### config.mk
export PLATFORM = sky130hd
export DESIGN_NAME = ucaspian_host_link
export DESIGN_NICKNAME = d
export VERILOG_FILES = /design/src/rtl/ucaspian_host_pkg.sv /design/src/rtl/ucaspian_host_link_rx_decoder.sv /design/src/rtl/ucaspian_host_link.sv
export SDC_FILE = /design/constraint.sdc
export NUM_CORES = 1
export LEC_CHECK = 0
export CAP_MARGIN = 25
export CORE_ASPECT_RATIO = 1.4
export CORE_MARGIN = 10
export CORE_UTILIZATION = 55
export DETAILED_ROUTE_END_ITERATION = 6
export GPL_ROUTABILITY_DRIVEN = 0
export PLACE_DENSITY = 0.93
export SLEW_MARGIN = 20
export SYNTH_ARGS = -nofsm -noshare
export SYNTH_HDL_FRONTEND = slang
export SYNTH_SLANG_ARGS = --single-unit
### constraint.sdc
create_clock -name i_clk -period 4.5 [get_ports i_clk]
set_clock_uncertainty 0.1 [all_clocks]
set_input_delay 0.9 -clock i_clk [delete_from_list [all_inputs] [get_ports i_clk]]
set_output_delay 0.9 -clock i_clk [all_outputs]
set_load 0.03 [all_outputs]
### src/rtl/ucaspian_host_pkg.sv
// Shared types, opcode constants and packet-length helpers for the
// uCaspian host link (TX command encoder and RX event decoder).
package ucaspian_host_pkg;

   typedef enum logic [1:0] {
      CMD_FIRE      = 2'd0,
      CMD_STEP      = 2'd1,
      CMD_CLEAR_ACT = 2'd2,
      CMD_METRIC    = 2'd3
   } cmd_op_t;

   typedef enum logic [1:0] {
      EVT_FIRE_OUT = 2'd0,
      EVT_TIME     = 2'd1,
      EVT_ACK      = 2'd2,
      EVT_METRIC   = 2'd3
   } evt_type_t;

   typedef enum logic {
      TX_IDLE = 1'b0,
      TX_SEND = 1'b1
   } tx_state_t;

   typedef enum logic [1:0] {
      RX_OPC  = 2'd0,
      RX_BODY = 2'd1,
      RX_EVT  = 2'd2
   } rx_state_t;

   // Opcode bytes sent toward the core
   localparam logic [7:0] TX_OPC_FIRE      = 8'h01;
   localparam logic [7:0] TX_OPC_STEP      = 8'h02;
   localparam logic [7:0] TX_OPC_CLEAR_ACT = 8'h03;
   localparam logic [7:0] TX_OPC_METRIC    = 8'h04;

   // Opcode bytes received from the core
   localparam logic [7:0] RX_OPC_FIRE_OUT = 8'h80;
   localparam logic [7:0] RX_OPC_TIME     = 8'h81;
   localparam logic [7:0] RX_OPC_ACK      = 8'h82;
   localparam logic [7:0] RX_OPC_METRIC   = 8'h83;

   // Total TX packet length in bytes, opcode byte included
   function automatic logic [1:0] tx_pkt_len(input cmd_op_t op);
      logic [1:0] len;
      case (op)
         CMD_FIRE:      len = 2'd3;
         CMD_STEP:      len = 2'd2;
         CMD_CLEAR_ACT: len = 2'd1;
         CMD_METRIC:    len = 2'd2;
         default:       len = 2'd1;
      endcase
      return len;
   endfunction

   // Opcode byte leading each TX packet
   function automatic logic [7:0] tx_opcode(input cmd_op_t op);
      logic [7:0] opc;
      case (op)
         CMD_FIRE:      opc = TX_OPC_FIRE;
         CMD_STEP:      opc = TX_OPC_STEP;
         CMD_CLEAR_ACT: opc = TX_OPC_CLEAR_ACT;
         CMD_METRIC:    opc = TX_OPC_METRIC;
         default:       opc = TX_OPC_CLEAR_ACT;
      endcase
      return opc;
   endfunction

   // Total RX packet length in bytes; 0 flags an unknown opcode
   function automatic logic [2:0] rx_pkt_len(input logic [7:0] opc);
      logic [2:0] len;
      case (opc)
         RX_OPC_FIRE_OUT: len = 3'd2;
         RX_OPC_TIME:     len = 3'd5;
         RX_OPC_ACK:      len = 3'd1;
         RX_OPC_METRIC:   len = 3'd3;
         default:         len = 3'd0;
      endcase
      return len;
   endfunction

   // Event type reported for a known RX opcode
   function automatic evt_type_t rx_evt_type(input logic [7:0] opc);
      evt_type_t t;
      case (opc)
         RX_OPC_FIRE_OUT: t = EVT_FIRE_OUT;
         RX_OPC_TIME:     t = EVT_TIME;
         RX_OPC_ACK:      t = EVT_ACK;
         RX_OPC_METRIC:   t = EVT_METRIC;
         default:         t = EVT_FIRE_OUT;
      endcase
      return t;
   endfunction

endpackage

### src/rtl/ucaspian_host_link_rx_decoder.sv
// RX side of the host link: parses the core's TX byte stream into
// single event words, with an inter-byte timeout inside a packet.
module ucaspian_host_rx_decoder
   import ucaspian_host_pkg::*;
#(
   parameter int unsigned RX_TIMEOUT = 1024
) (
   input  logic        i_clk,
   input  logic        i_rst_n,
   input  logic [7:0]  i_rx_data,
   input  logic        i_rx_vld,
   output logic        o_rx_rdy,
   output logic [1:0]  o_evt_type,
   output logic [7:0]  o_evt_addr,
   output logic [7:0]  o_evt_value,
   output logic [31:0] o_evt_time,
   output logic        o_evt_vld,
   input  logic        i_evt_rdy,
   output logic        o_ack_pulse,
   output logic        o_err_opc,
   output logic        o_err_tmo
);

   localparam int TW = $clog2(RX_TIMEOUT + 1);
   localparam logic [TW-1:0] IDLE_LAST = TW'(RX_TIMEOUT - 1);

   rx_state_t     r_state;
   rx_state_t     w_state_nxt;
   logic [7:0]    r_opc;
   logic [2:0]    r_cnt;
   logic [23:0]   r_buf;
   logic [TW-1:0] r_idle;
   evt_type_t     r_evt_type;
   logic [7:0]    r_evt_addr;
   logic [7:0]    r_evt_value;
   logic [31:0]   r_evt_time;

   logic [2:0]    w_opc_len;
   logic          w_idle_expired;
   logic          w_load_evt;
   logic [7:0]    w_evt_opc;
   logic [31:0]   w_pkt;

   assign w_opc_len      = rx_pkt_len(i_rx_data);
   assign w_idle_expired = (r_idle == IDLE_LAST);
   assign w_pkt          = {r_buf, i_rx_data};

   // State register
   always_ff @(posedge i_clk or negedge i_rst_n) begin
      if (!i_rst_n) begin
         r_state <= RX_OPC;
      end else begin
         r_state <= w_state_nxt;
      end
   end

   // Next-state logic
   always_comb begin
      w_state_nxt = r_state;
      case (r_state)
         RX_OPC: begin
            if (i_rx_vld && (w_opc_len == 3'd1)) begin
               w_state_nxt = RX_EVT;
            end else if (i_rx_vld && (w_opc_len != 3'd0)) begin
               w_state_nxt = RX_BODY;
            end else begin
               w_state_nxt = RX_OPC;
            end
         end
         RX_BODY: begin
            if (i_rx_vld) begin
               w_state_nxt = (r_cnt == 3'd1) ? RX_EVT : RX_BODY;
            end else if (w_idle_expired) begin
               w_state_nxt = RX_OPC;
            end else begin
               w_state_nxt = RX_BODY;
            end
         end
         RX_EVT: begin
            if (i_evt_rdy) begin
               w_state_nxt = RX_OPC;
            end else begin
               w_state_nxt = RX_EVT;
            end
         end
         default: w_state_nxt = RX_OPC;
      endcase
   end

   // Output and strobe decode from the current state
   always_comb begin
      o_rx_rdy    = (r_state != RX_EVT);
      o_evt_vld   = (r_state == RX_EVT);
      o_err_opc   = 1'b0;
      o_err_tmo   = 1'b0;
      w_load_evt  = 1'b0;
      w_evt_opc   = r_opc;
      case (r_state)
         RX_OPC: begin
            w_evt_opc  = i_rx_data;
            o_err_opc  = i_rx_vld && (w_opc_len == 3'd0);
            w_load_evt = i_rx_vld && (w_opc_len == 3'd1);
         end
         RX_BODY: begin
            w_evt_opc  = r_opc;
            o_err_tmo  = !i_rx_vld && w_idle_expired;
            w_load_evt = i_rx_vld && (r_cnt == 3'd1);
         end
         RX_EVT: begin
            w_evt_opc = r_opc;
         end
         default: begin
            w_evt_opc = r_opc;
         end
      endcase
      o_ack_pulse = w_load_evt && (w_evt_opc == RX_OPC_ACK);
   end

   // Packet body collection and inter-byte idle counter
   always_ff @(posedge i_clk or negedge i_rst_n) begin
      if (!i_rst_n) begin
         r_opc  <= 8'h00;
         r_cnt  <= 3'd0;
         r_buf  <= 24'h000000;
         r_idle <= '0;
      end else if ((r_state == RX_OPC) && i_rx_vld && (w_opc_len > 3'd1)) begin
         r_opc  <= i_rx_data;
         r_cnt  <= w_opc_len - 3'd1;
         r_buf  <= 24'h000000;
         r_idle <= '0;
      end else if ((r_state == RX_BODY) && i_rx_vld) begin
         r_buf  <= w_pkt[23:0];
         r_cnt  <= r_cnt - 3'd1;
         r_idle <= '0;
      end else if (r_state == RX_BODY) begin
         r_idle <= r_idle + {{(TW-1){1'b0}}, 1'b1};
      end else begin
         r_idle <= r_idle;
      end
   end

   // Event register: loaded on the final byte, zeroed once consumed
   always_ff @(posedge i_clk or negedge i_rst_n) begin
      if (!i_rst_n) begin
         r_evt_type  <= EVT_FIRE_OUT;
         r_evt_addr  <= 8'h00;
         r_evt_value <= 8'h00;
         r_evt_time  <= 32'h0000_0000;
      end else if (w_load_evt) begin
         r_evt_type  <= rx_evt_type(w_evt_opc);
         r_evt_addr  <= 8'h00;
         r_evt_value <= 8'h00;
         r_evt_time  <= 32'h0000_0000;
         case (w_evt_opc)
            RX_OPC_FIRE_OUT: r_evt_addr <= w_pkt[7:0];
            RX_OPC_TIME:     r_evt_time <= w_pkt;
            RX_OPC_METRIC: begin
               r_evt_addr  <= w_pkt[15:8];
               r_evt_value <= w_pkt[7:0];
            end
            default: r_evt_time <= 32'h0000_0000;
         endcase
      end else if ((r_state == RX_EVT) && i_evt_rdy) begin
         r_evt_type  <= EVT_FIRE_OUT;
         r_evt_addr  <= 8'h00;
         r_evt_value <= 8'h00;
         r_evt_time  <= 32'h0000_0000;
      end else begin
         r_evt_type  <= r_evt_type;
      end
   end

   assign o_evt_type  = r_evt_type;
   assign o_evt_addr  = r_evt_addr;
   assign o_evt_value = r_evt_value;
   assign o_evt_time  = r_evt_time;

endmodule

### src/rtl/ucaspian_host_link.sv
// Host-side uCaspian byte link: encodes host commands into the core's RX
// byte stream, decodes the core's TX stream into events, and tracks how
// many commands are still waiting for their ACK.
module ucaspian_host_link
   import ucaspian_host_pkg::*;
#(
   parameter int unsigned MAX_OUTSTANDING = 4,
   parameter int unsigned RX_TIMEOUT      = 1024
) (
   input  logic        i_clk,
   input  logic        i_rst_n,
   input  logic [1:0]  i_cmd_op,
   input  logic [7:0]  i_cmd_arg0,
   input  logic [7:0]  i_cmd_arg1,
   input  logic        i_cmd_vld,
   output logic        o_cmd_rdy,
   output logic [7:0]  o_tx_data,
   output logic        o_tx_vld,
   input  logic        i_tx_rdy,
   input  logic [7:0]  i_rx_data,
   input  logic        i_rx_vld,
   output logic        o_rx_rdy,
   output logic [1:0]  o_evt_type,
   output logic [7:0]  o_evt_addr,
   output logic [7:0]  o_evt_value,
   output logic [31:0] o_evt_time,
   output logic        o_evt_vld,
   input  logic        i_evt_rdy,
   output logic [3:0]  o_outstanding,
   output logic [2:0]  o_err,
   input  logic        i_err_clr
);

   localparam logic [3:0] MAX_OUT = 4'(MAX_OUTSTANDING);

   tx_state_t  r_tx_state;
   tx_state_t  w_tx_state_nxt;
   logic [7:0] r_tx_data;
   logic [7:0] r_b1;
   logic [7:0] r_b2;
   logic [1:0] r_len;
   logic [1:0] r_idx;
   logic [3:0] r_outstanding;
   logic [2:0] r_err;

   logic       w_cmd_rdy;
   logic       w_tx_vld;
   logic       w_accept;
   logic       w_xfer;
   logic       w_last;
   logic       w_ack;
   logic       w_err_opc;
   logic       w_err_tmo;
   logic       w_err_spur;
   cmd_op_t    w_op;

   assign w_op     = cmd_op_t'(i_cmd_op);
   assign w_accept = i_cmd_vld && w_cmd_rdy;
   assign w_xfer   = w_tx_vld && i_tx_rdy;
   assign w_last   = (r_idx == (r_len - 2'd1));

   // TX state register
   always_ff @(posedge i_clk or negedge i_rst_n) begin
      if (!i_rst_n) begin
         r_tx_state <= TX_IDLE;
      end else begin
         r_tx_state <= w_tx_state_nxt;
      end
   end

   // TX next-state logic
   always_comb begin
      w_tx_state_nxt = r_tx_state;
      case (r_tx_state)
         TX_IDLE: begin
            if (w_accept) begin
               w_tx_state_nxt = TX_SEND;
            end else begin
               w_tx_state_nxt = TX_IDLE;
            end
         end
         TX_SEND: begin
            if (w_xfer && w_last) begin
               w_tx_state_nxt = TX_IDLE;
            end else begin
               w_tx_state_nxt = TX_SEND;
            end
         end
         default: w_tx_state_nxt = TX_IDLE;
      endcase
   end

   // TX handshake outputs from the current state
   always_comb begin
      w_cmd_rdy = 1'b0;
      w_tx_vld  = 1'b0;
      case (r_tx_state)
         TX_IDLE: w_cmd_rdy = (r_outstanding < MAX_OUT);
         TX_SEND: w_tx_vld  = 1'b1;
         default: w_tx_vld  = 1'b0;
      endcase
   end

   // Packet latch and byte sequencing; tx_data only moves on a transfer
   always_ff @(posedge i_clk or negedge i_rst_n) begin
      if (!i_rst_n) begin
         r_tx_data <= 8'h00;
         r_b1      <= 8'h00;
         r_b2      <= 8'h00;
         r_len     <= 2'd0;
         r_idx     <= 2'd0;
      end else if (w_accept) begin
         r_tx_data <= tx_opcode(w_op);
         r_b1      <= i_cmd_arg0;
         r_b2      <= i_cmd_arg1;
         r_len     <= tx_pkt_len(w_op);
         r_idx     <= 2'd0;
      end else if (w_xfer && w_last) begin
         r_tx_data <= 8'h00;
         r_idx     <= 2'd0;
      end else if (w_xfer) begin
         r_tx_data <= (r_idx == 2'd0) ? r_b1 : r_b2;
         r_idx     <= r_idx + 2'd1;
      end else begin
         r_tx_data <= r_tx_data;
      end
   end

   ucaspian_host_rx_decoder #(
      .RX_TIMEOUT (RX_TIMEOUT)
   ) u_rx_decoder (
      .i_clk       (i_clk),
      .i_rst_n     (i_rst_n),
      .i_rx_data   (i_rx_data),
      .i_rx_vld    (i_rx_vld),
      .o_rx_rdy    (o_rx_rdy),
      .o_evt_type  (o_evt_type),
      .o_evt_addr  (o_evt_addr),
      .o_evt_value (o_evt_value),
      .o_evt_time  (o_evt_time),
      .o_evt_vld   (o_evt_vld),
      .i_evt_rdy   (i_evt_rdy),
      .o_ack_pulse (w_ack),
      .o_err_opc   (w_err_opc),
      .o_err_tmo   (w_err_tmo)
   );

   // An ACK with nothing outstanding (and no same-cycle accept) is spurious
   assign w_err_spur = w_ack && !w_accept && (r_outstanding == 4'd0);

   // Outstanding-command counter: +1 per accept, -1 per ACK event, floor at 0
   always_ff @(posedge i_clk or negedge i_rst_n) begin
      if (!i_rst_n) begin
         r_outstanding <= 4'd0;
      end else begin
         case ({w_accept, w_ack})
            2'b10:   r_outstanding <= r_outstanding + 4'd1;
            2'b01:   r_outstanding <= (r_outstanding == 4'd0) ? 4'd0 : (r_outstanding - 4'd1);
            default: r_outstanding <= r_outstanding;
         endcase
      end
   end

   // Sticky error flags; a clear wins over a same-cycle set
   always_ff @(posedge i_clk or negedge i_rst_n) begin
      if (!i_rst_n) begin
         r_err <= 3'b000;
      end else if (i_err_clr) begin
         r_err <= 3'b000;
      end else begin
         r_err <= r_err | {w_err_spur, w_err_tmo, w_err_opc};
      end
   end

   assign o_cmd_rdy     = w_cmd_rdy;
   assign o_tx_vld      = w_tx_vld;
   assign o_tx_data     = r_tx_data;
   assign o_outstanding = r_outstanding;
   assign o_err         = r_err;

endmodule
* Word level (Yosys, flattened, before mapping) *
Index checks and enable logic that the tools add are counted.

word-level totals
  memory bits (read-only) = 0
  bits in registers = 134
  input bits = 33
  latch bits = 0
  RAM bits = 0
  word-level logic and storage cells = 124
  memories = 0
  output and inout bits = 69

operators by class
  bitwise logic cells = 2
  reductions and logical operators = 29
  multipliers = 0
  div/mod/pow operators = 0
  $add $sub $neg = 7
  equality and inequality tests = 20
  muxes and demuxes = 47
  shifts and indexed selects = 0
  $lt $le $gt $ge = 2

operator list
  kind                                                                number
  32-bit 2-to-1 mux                                                   3
  8-bit 2-to-1 mux                                                    9
  8-bit == test, second input constant                                8
  24-bit 2-to-1 mux                                                   2
  11-bit 2-to-1 mux                                                   3
  8-bit one-hot mux with 4 select lines                               1
  2-bit 2-to-1 mux                                                    9
  2-bit one-hot mux with 3 select lines                               3
  8-bit one-hot mux with 2 select lines                               1
  1-bit logical AND                                                   15
  3-bit one-hot mux with 4 select lines                               1
  11-bit by 1-bit adder with 11-bit output, second input constant     1
  11-bit by 10-bit == test with 1-bit output, second input constant   1
  3-bit 2-to-1 mux                                                    3
  3-bit nonzero test                                                  3
  2-bit == test, second input constant                                4
  1-bit 2-to-1 mux                                                    8
  4-bit one-hot mux with 2 select lines                               1
  2-bit by 1-bit == test with 1-bit output, second input constant     3
  3-bit by 1-bit == test with 1-bit output, second input constant     2
  2-bit zero test                                                     3
  2-bit nonzero test                                                  3
  3-bit by 1-bit subtractor with 3-bit output, second input constant  2
  4-bit by 1-bit adder with 4-bit output, second input constant       1
  other kinds (15)                                                    17

* Depth between registers and ports, before layout *
  depth after elaboration = 10
  mapped depth = 14
  gate-level depth less buffers = 13

* Hierarchy *
From an unflattened synthesis, not the netlist that was laid out.

second synthesis, totals
  cell total of the unflattened synthesis = 550
  area, all modules = 6135.9 um2

modules (own cells, without submodules)
  module                    sequential area each (um2)  area each (um2)  instances  cells an instance
  ucaspian_host_rx_decoder  2452.4                      4370.4           1          368
  ucaspian_host_link        900.9                       1765.4           1          182

* Least setup slack after synthesis *
No wires, ideal clock.

  kind = input -> register
  start point = in i_rx_data[3]
  end point = reg r_outstanding[3], in the netlist o_outstanding[3]
  arrival = 3.778 ns
  path buffers = 0
  setup time = 0.121 ns
  setup slack = 0.501 ns
  cell stages on the path = 13
  required time = 4.279 ns
  cells stage by stage = nor4_4 > nand2_1 > nor2_1 > ha_1 > inv_1 > a311oi_4 > o22ai_1 > nor4_1 > ha_1 > inv_1 > or4_1 > a21o_1 > a22o_1

between the ends
  word-level cells in the longest chain between the ends = 8
  elaborated cells between the ends (all ways) = 15
  classes of those cells = 8 x eq/ne; 4 x mux; 3 x reduce/logical

ends and longest elaborated chain
  item                                                                                line                                  source
  start: declaration                                                                  ucaspian_host_link.sv:20              input logic [7:0] i_rx_data,
  8-bit == test                                                                       ucaspian_host_pkg.sv:71               case (opc)
  3-bit one-hot mux with 4 select lines                                               ucaspian_host_pkg.sv:71
  3-bit by 1-bit == test with 1-bit output                                            ucaspian_host_link_rx_decoder.sv:102  w_load_evt = i_rx_vld && (w_opc_len == 3'd1);
  1-bit logical AND                                                                   ucaspian_host_link_rx_decoder.sv:102
  1-bit one-hot mux with 2 select lines                                               ucaspian_host_link_rx_decoder.sv:98   case (r_state)
  1-bit logical AND (*)                                                               ucaspian_host_link_rx_decoder.sv:116  o_ack_pulse = w_load_evt && (w_evt_opc == RX_OPC_ACK);
  2-bit by 1-bit == test with 1-bit output / 2-bit == test (equally long branches)    ucaspian_host_link.sv:156             case ({w_accept, w_ack})
  4-bit one-hot mux with 2 select lines / 2-bit nonzero test (equally long branches)  --
  end signal: assignment                                                              ucaspian_host_link.sv:157             2'b10: r_outstanding <= r_outstanding + 4'd1;
  end signal: assignment                                                              ucaspian_host_link.sv:158             2'b01: r_outstanding <= (r_outstanding == 4'd0) ? 4'd0 : (r_outstanding - 4'd1);
  end signal: assignment                                                              ucaspian_host_link.sv:159             default: r_outstanding <= r_outstanding;
  end: declaration                                                                    ucaspian_host_link.sv:43              logic [3:0] r_outstanding;

Every way passes the cells marked *; elsewhere a longest branch is shown, timed or not.
A chain may end at the register's enable or synchronous reset.

* Worst setup path after layout *
  start point = in i_rx_data[2]
  end point = reg r_outstanding[3], in the netlist o_outstanding[3]

Same word-level chain as after synthesis.

==> results.txt <==
The post-route core utilization came out at 73.32%. VDD sags by at most 0.0003540 V. The worst reg2reg path depth is 9.

The peak fanout along the critical path is 4. Cells with a size suffix above 1 make up 12.10% of the layout. Based on the critical path, the design can be clocked at up to 232.1 MHz.

The H-tree depth is 4. The first-pass GRT wire length came out at 29590 um. The die is around 110 um wide. The average wire per cell in the routed design is between 20 and 25 um. In this run the number of cells on the critical path is 14.

The die footprint is 16010 sq um. Setup violations remaining at the end of the flow were counted as 0. The routed via count came out at 5381. The total power divided by cell area came out at between 500 and 600 nW/um^2. Measured against its own limit, the worst slew margin works out to 39.82%. The post-synthesis average cell area is 10.77 sq um. For the worst setup path, the data arrival time is 4510 ps. The number of sinks driven by the clock tree came out at roughly 130. The I/O pin count came out at 102. The cell with the largest stage delay on the worst path is sky130_fd_sc_hd__clkdlybuf4s50_1. The part of the cycle the worst path needs came out at 95.74%. The number of global-route vias before repair came to 5615.

The floorplan step set the die height to 145.8 um. Counting the fill cells in the layout gives 671. In this run the static leakage power is 0.003743 uW.

The initial core utilization came out at 56.58%. The transition time at the pin with the least slew margin came out at roughly 900 ps. The total number of nets in the final design is 728.

By count the netlist is led by sky130_fd_sc_hd__dfrtp_1, sky130_fd_sc_hd__nand2_1, sky130_fd_sc_hd__a22o_1. The final max-slew violation count came to 0. The fraction of synthesis flops using an asynchronous set or reset pin is 100.0%. The critical path is of the input port to flop type. Synthesis produced a netlist with a net count of 624. The routed design has 18510 um of wire.

The number of antenna violations at the first check in global routing came out at 0. Before antenna repair, the detailed router went through 5 iterations. Setup repair after global routing left no endpoint under its margin. The worst setup path is captured at a flop. The number of DRC violations after detailed-routing iteration 0 is 465. The post-synthesis instance area is approximately 6200 sq um. The post-layout worst setup margin came out at 191.7 ps. In this run, CTS created clock tree buffers numbering 17. The final total power is roughly 4600 uW. For this run, the register share of the synthesized area comes to a little over half. The total inserted antenna cells is 0.

The synthesized design contains 0 enable-type register cells. The residual overflow from global routing came out at 0. The worst setup path is launched from an input port. During synthesis, Yosys emitted a total of 0 warnings. The number of hold buffers added after CTS was 0. After detailed routing, the number of vias per cell comes to 6.444. The floorplan step defined a core boundary enclosing 10980 sq um. The worst setup slack after placement is -123.1 ps. The shortest period the worst path allows came out at 4308 ps.

The detailed placement HPWL is 12300 um. On the critical path the largest part of the delay comes from simple AND/OR/NAND/NOR gates. The number of port buffers came out at 101. The number of library cell types mapped by synthesis is 65.

The critical path goes through clkdlybuf4s50_1, nor4_4, nand2_1, nor2_1, ha_1, inv_1, a311oi_4, o22ai_1, nor4_1, ha_1, inv_1, or4_1, a21o_1, a22o_1. After clock tree synthesis, the clock-pin slew on the worst setup and hold paths is 60 ps. The critical path buffer and inverter count is 3. For this run, the slowest stage of the critical path takes approximately 520 ps. The max-cap check violation count is 0. Sorting the synthesized cells by area gives the leading types as sky130_fd_sc_hd__dfrtp_1, sky130_fd_sc_hd__a22o_1, sky130_fd_sc_hd__nand2_1. sky130_fd_sc_hd__dfrtp_1 is the most common cell in the netlist. In the global route stage, overall resource usage came out at a little under a quarter. The number of remaining DRC errors is 0. In this run the core area contains 45 standard-cell rows. The final hold violation count came out at 0. The number of gates resized after CTS was 0. The flow ran to the end, and the final reports show no timing, DRC or antenna violations.

The instance count along the most critical hold path came out at 2. The later-pin clock latency in the skew report is 420 ps. The largest total area in the synthesized netlist belongs to sky130_fd_sc_hd__dfrtp_1. The CTS tree is done. The maximum count of clock buffers along a single path came out at 2.

The area growth from synthesis to layout came out at 29.59%. Synthesis produced 577 cells. In this run the biggest area consumer among cell types represents roughly 54% of the synthesized area. Entering global routing, the biggest net connects between 80 and 90 pins. The total setup buffers inserted after CTS came out at 0. Among all flip-flop cells after synthesis, the most frequent one is sky130_fd_sc_hd__dfrtp_1.

The path class of the tightest hold or removal check is flop to flop. The cell at the root of the clock tree is sky130_fd_sc_hd__clkbuf_16. The post-detailed-route count of antenna-violating nets came out at 0. The required time of the critical path is 4700 ps. The number of storage elements in the synthesis netlist is 134.
-- power breakdown --
part / switching [uW] / leakage (uW) / internal (uW)
Clock: 547 / 0.000306 / 950
Sequential: 282 / 0.00174 / 1510
Combinational: 786 / 0.00170 / 550
-- final cells by class --
cell class	count	area [sq um]	share of cell area, %
sequential	134	3353	41.65
clock buffer	19	442.9	5.502
tap	141	176.4	2.191
inverter	31	116.4	1.445
clock inverter	13	195.2	2.425
multi-input combinational	375	2584	32.10
timing repair buffer	122	1182	14.69
-- worst paths after layout --
kind / start / slack [ps] / end
setup / recovery: i_rx_data[2] / 190 / o_outstanding[3]$_DFFE_PN0P_
hold / removal: r_b1[7]$_DFFE_PN0P_ / 390 / r_b1[7]$_DFFE_PN0P_
setup reg to reg: u_rx_decoder.r_state[1]$_DFF_PN0_ / 1080 / o_outstanding[3]$_DFFE_PN0P_
hold reg to reg: r_b1[7]$_DFFE_PN0P_ / 390 / r_b1[7]$_DFFE_PN0P_
max in group asynchronous: i_rst_n / 3140 / u_rx_decoder.o_evt_time[8]$_DFFE_PN0P_
min in group asynchronous: i_rst_n / 440 / r_b2[0]$_DFFE_PN0P_
-- metal layers --
metal	global-route usage (%)	part of all wire (%)	vias up	routed length, um
li1	-	-	2297	-
met4	10.05	4.1	0	761
met5	0	0	-	0
met1	26.31	36	2678	6716
met3	6.596	8.2	74	1510
met2	39.45	51	332	9522
-- state kept, by name, summed over array words and instances (netlist names), 3 cells and up --
signal                    cells
o_tx_data                     8
r_b1                          8
o_err                         3
u_rx_decoder.r_cnt            3
u_rx_decoder.r_idle          11
r_b2                          8
u_rx_decoder.o_evt_value      8
u_rx_decoder.o_evt_time      32
u_rx_decoder.r_buf           24
o_outstanding                 4
u_rx_decoder.r_opc            8
u_rx_decoder.o_evt_addr       8
-- metrics by stage --
step / TNS [ps] / area, sq um / instances / hold WS [ps]
finish: 0 / 8050 / 835 / 390.8
global route: 0 / 8050 / 835 / 405.1
CTS: 0 / 8046 / 835 / 387.8
detailed placement: -123.1 / 7408 / 803 / 366.8
global placement: 0 / 7408 / 803 / 357.1
floorplan: 0 / 6212 / 577 / 345.0
-- kinds of logic after synthesis --
kind of cell | after synthesis | synth area share [%]
muxes | 27 | 4.532
and+or+nand+nor | 188 | 14.84
DFF | 134 | 53.98
xor gates and xnor gates | 1 | 0.1410
AOI/OAI and AO/OA | 145 | 18.95
adders and majority gates | 14 | 2.820
buffers and inverters | 68 | 4.733
-- worst register-to-register path, delay by kind of cell (launching register included) --
family	cells	cell delay, ps
adders and majority gates	1	280
AOI/OAI and AO/OA	3	550
buffers and inverters	1	110
and+or+nand+nor	4	1750
DFF	1	520
-- cell usage in the layout, fill, tap and decap left out, types with 4 or more instances in the layout --
| cell type | n |
|---|---|
| sky130_fd_sc_hd__clkbuf_16 | 17 |
| sky130_fd_sc_hd__a211oi_1 | 7 |
| sky130_fd_sc_hd__o21ai_0 | 15 |
| sky130_fd_sc_hd__a21oi_1 | 11 |
| sky130_fd_sc_hd__nor2b_1 | 4 |
| sky130_fd_sc_hd__clkdlybuf4s50_1 | 100 |
| sky130_fd_sc_hd__a21o_1 | 6 |
| sky130_fd_sc_hd__and2_1 | 7 |
| sky130_fd_sc_hd__ha_1 | 14 |
| sky130_fd_sc_hd__mux2i_1 | 18 |
| sky130_fd_sc_hd__nor3_1 | 4 |
| sky130_fd_sc_hd__o22ai_1 | 4 |
| sky130_fd_sc_hd__bufinv_16 | 4 |
| sky130_fd_sc_hd__inv_1 | 31 |
| sky130_fd_sc_hd__a21bo_2 | 8 |
| sky130_fd_sc_hd__nand4_1 | 10 |
| sky130_fd_sc_hd__mux2_2 | 9 |
| sky130_fd_sc_hd__nand2_1 | 82 |
| sky130_fd_sc_hd__dfrtp_1 | 134 |
| sky130_fd_sc_hd__nand3_1 | 21 |
| sky130_fd_sc_hd__buf_4 | 20 |
| sky130_fd_sc_hd__nor2_1 | 25 |
| sky130_fd_sc_hd__nand2b_1 | 7 |
| sky130_fd_sc_hd__o211ai_1 | 11 |
| sky130_fd_sc_hd__a22oi_1 | 4 |
| sky130_fd_sc_hd__a22o_1 | 41 |
| sky130_fd_sc_hd__o221ai_1 | 6 |
| sky130_fd_sc_hd__and3_1 | 6 |
Power figures use the tool's default switching activity.
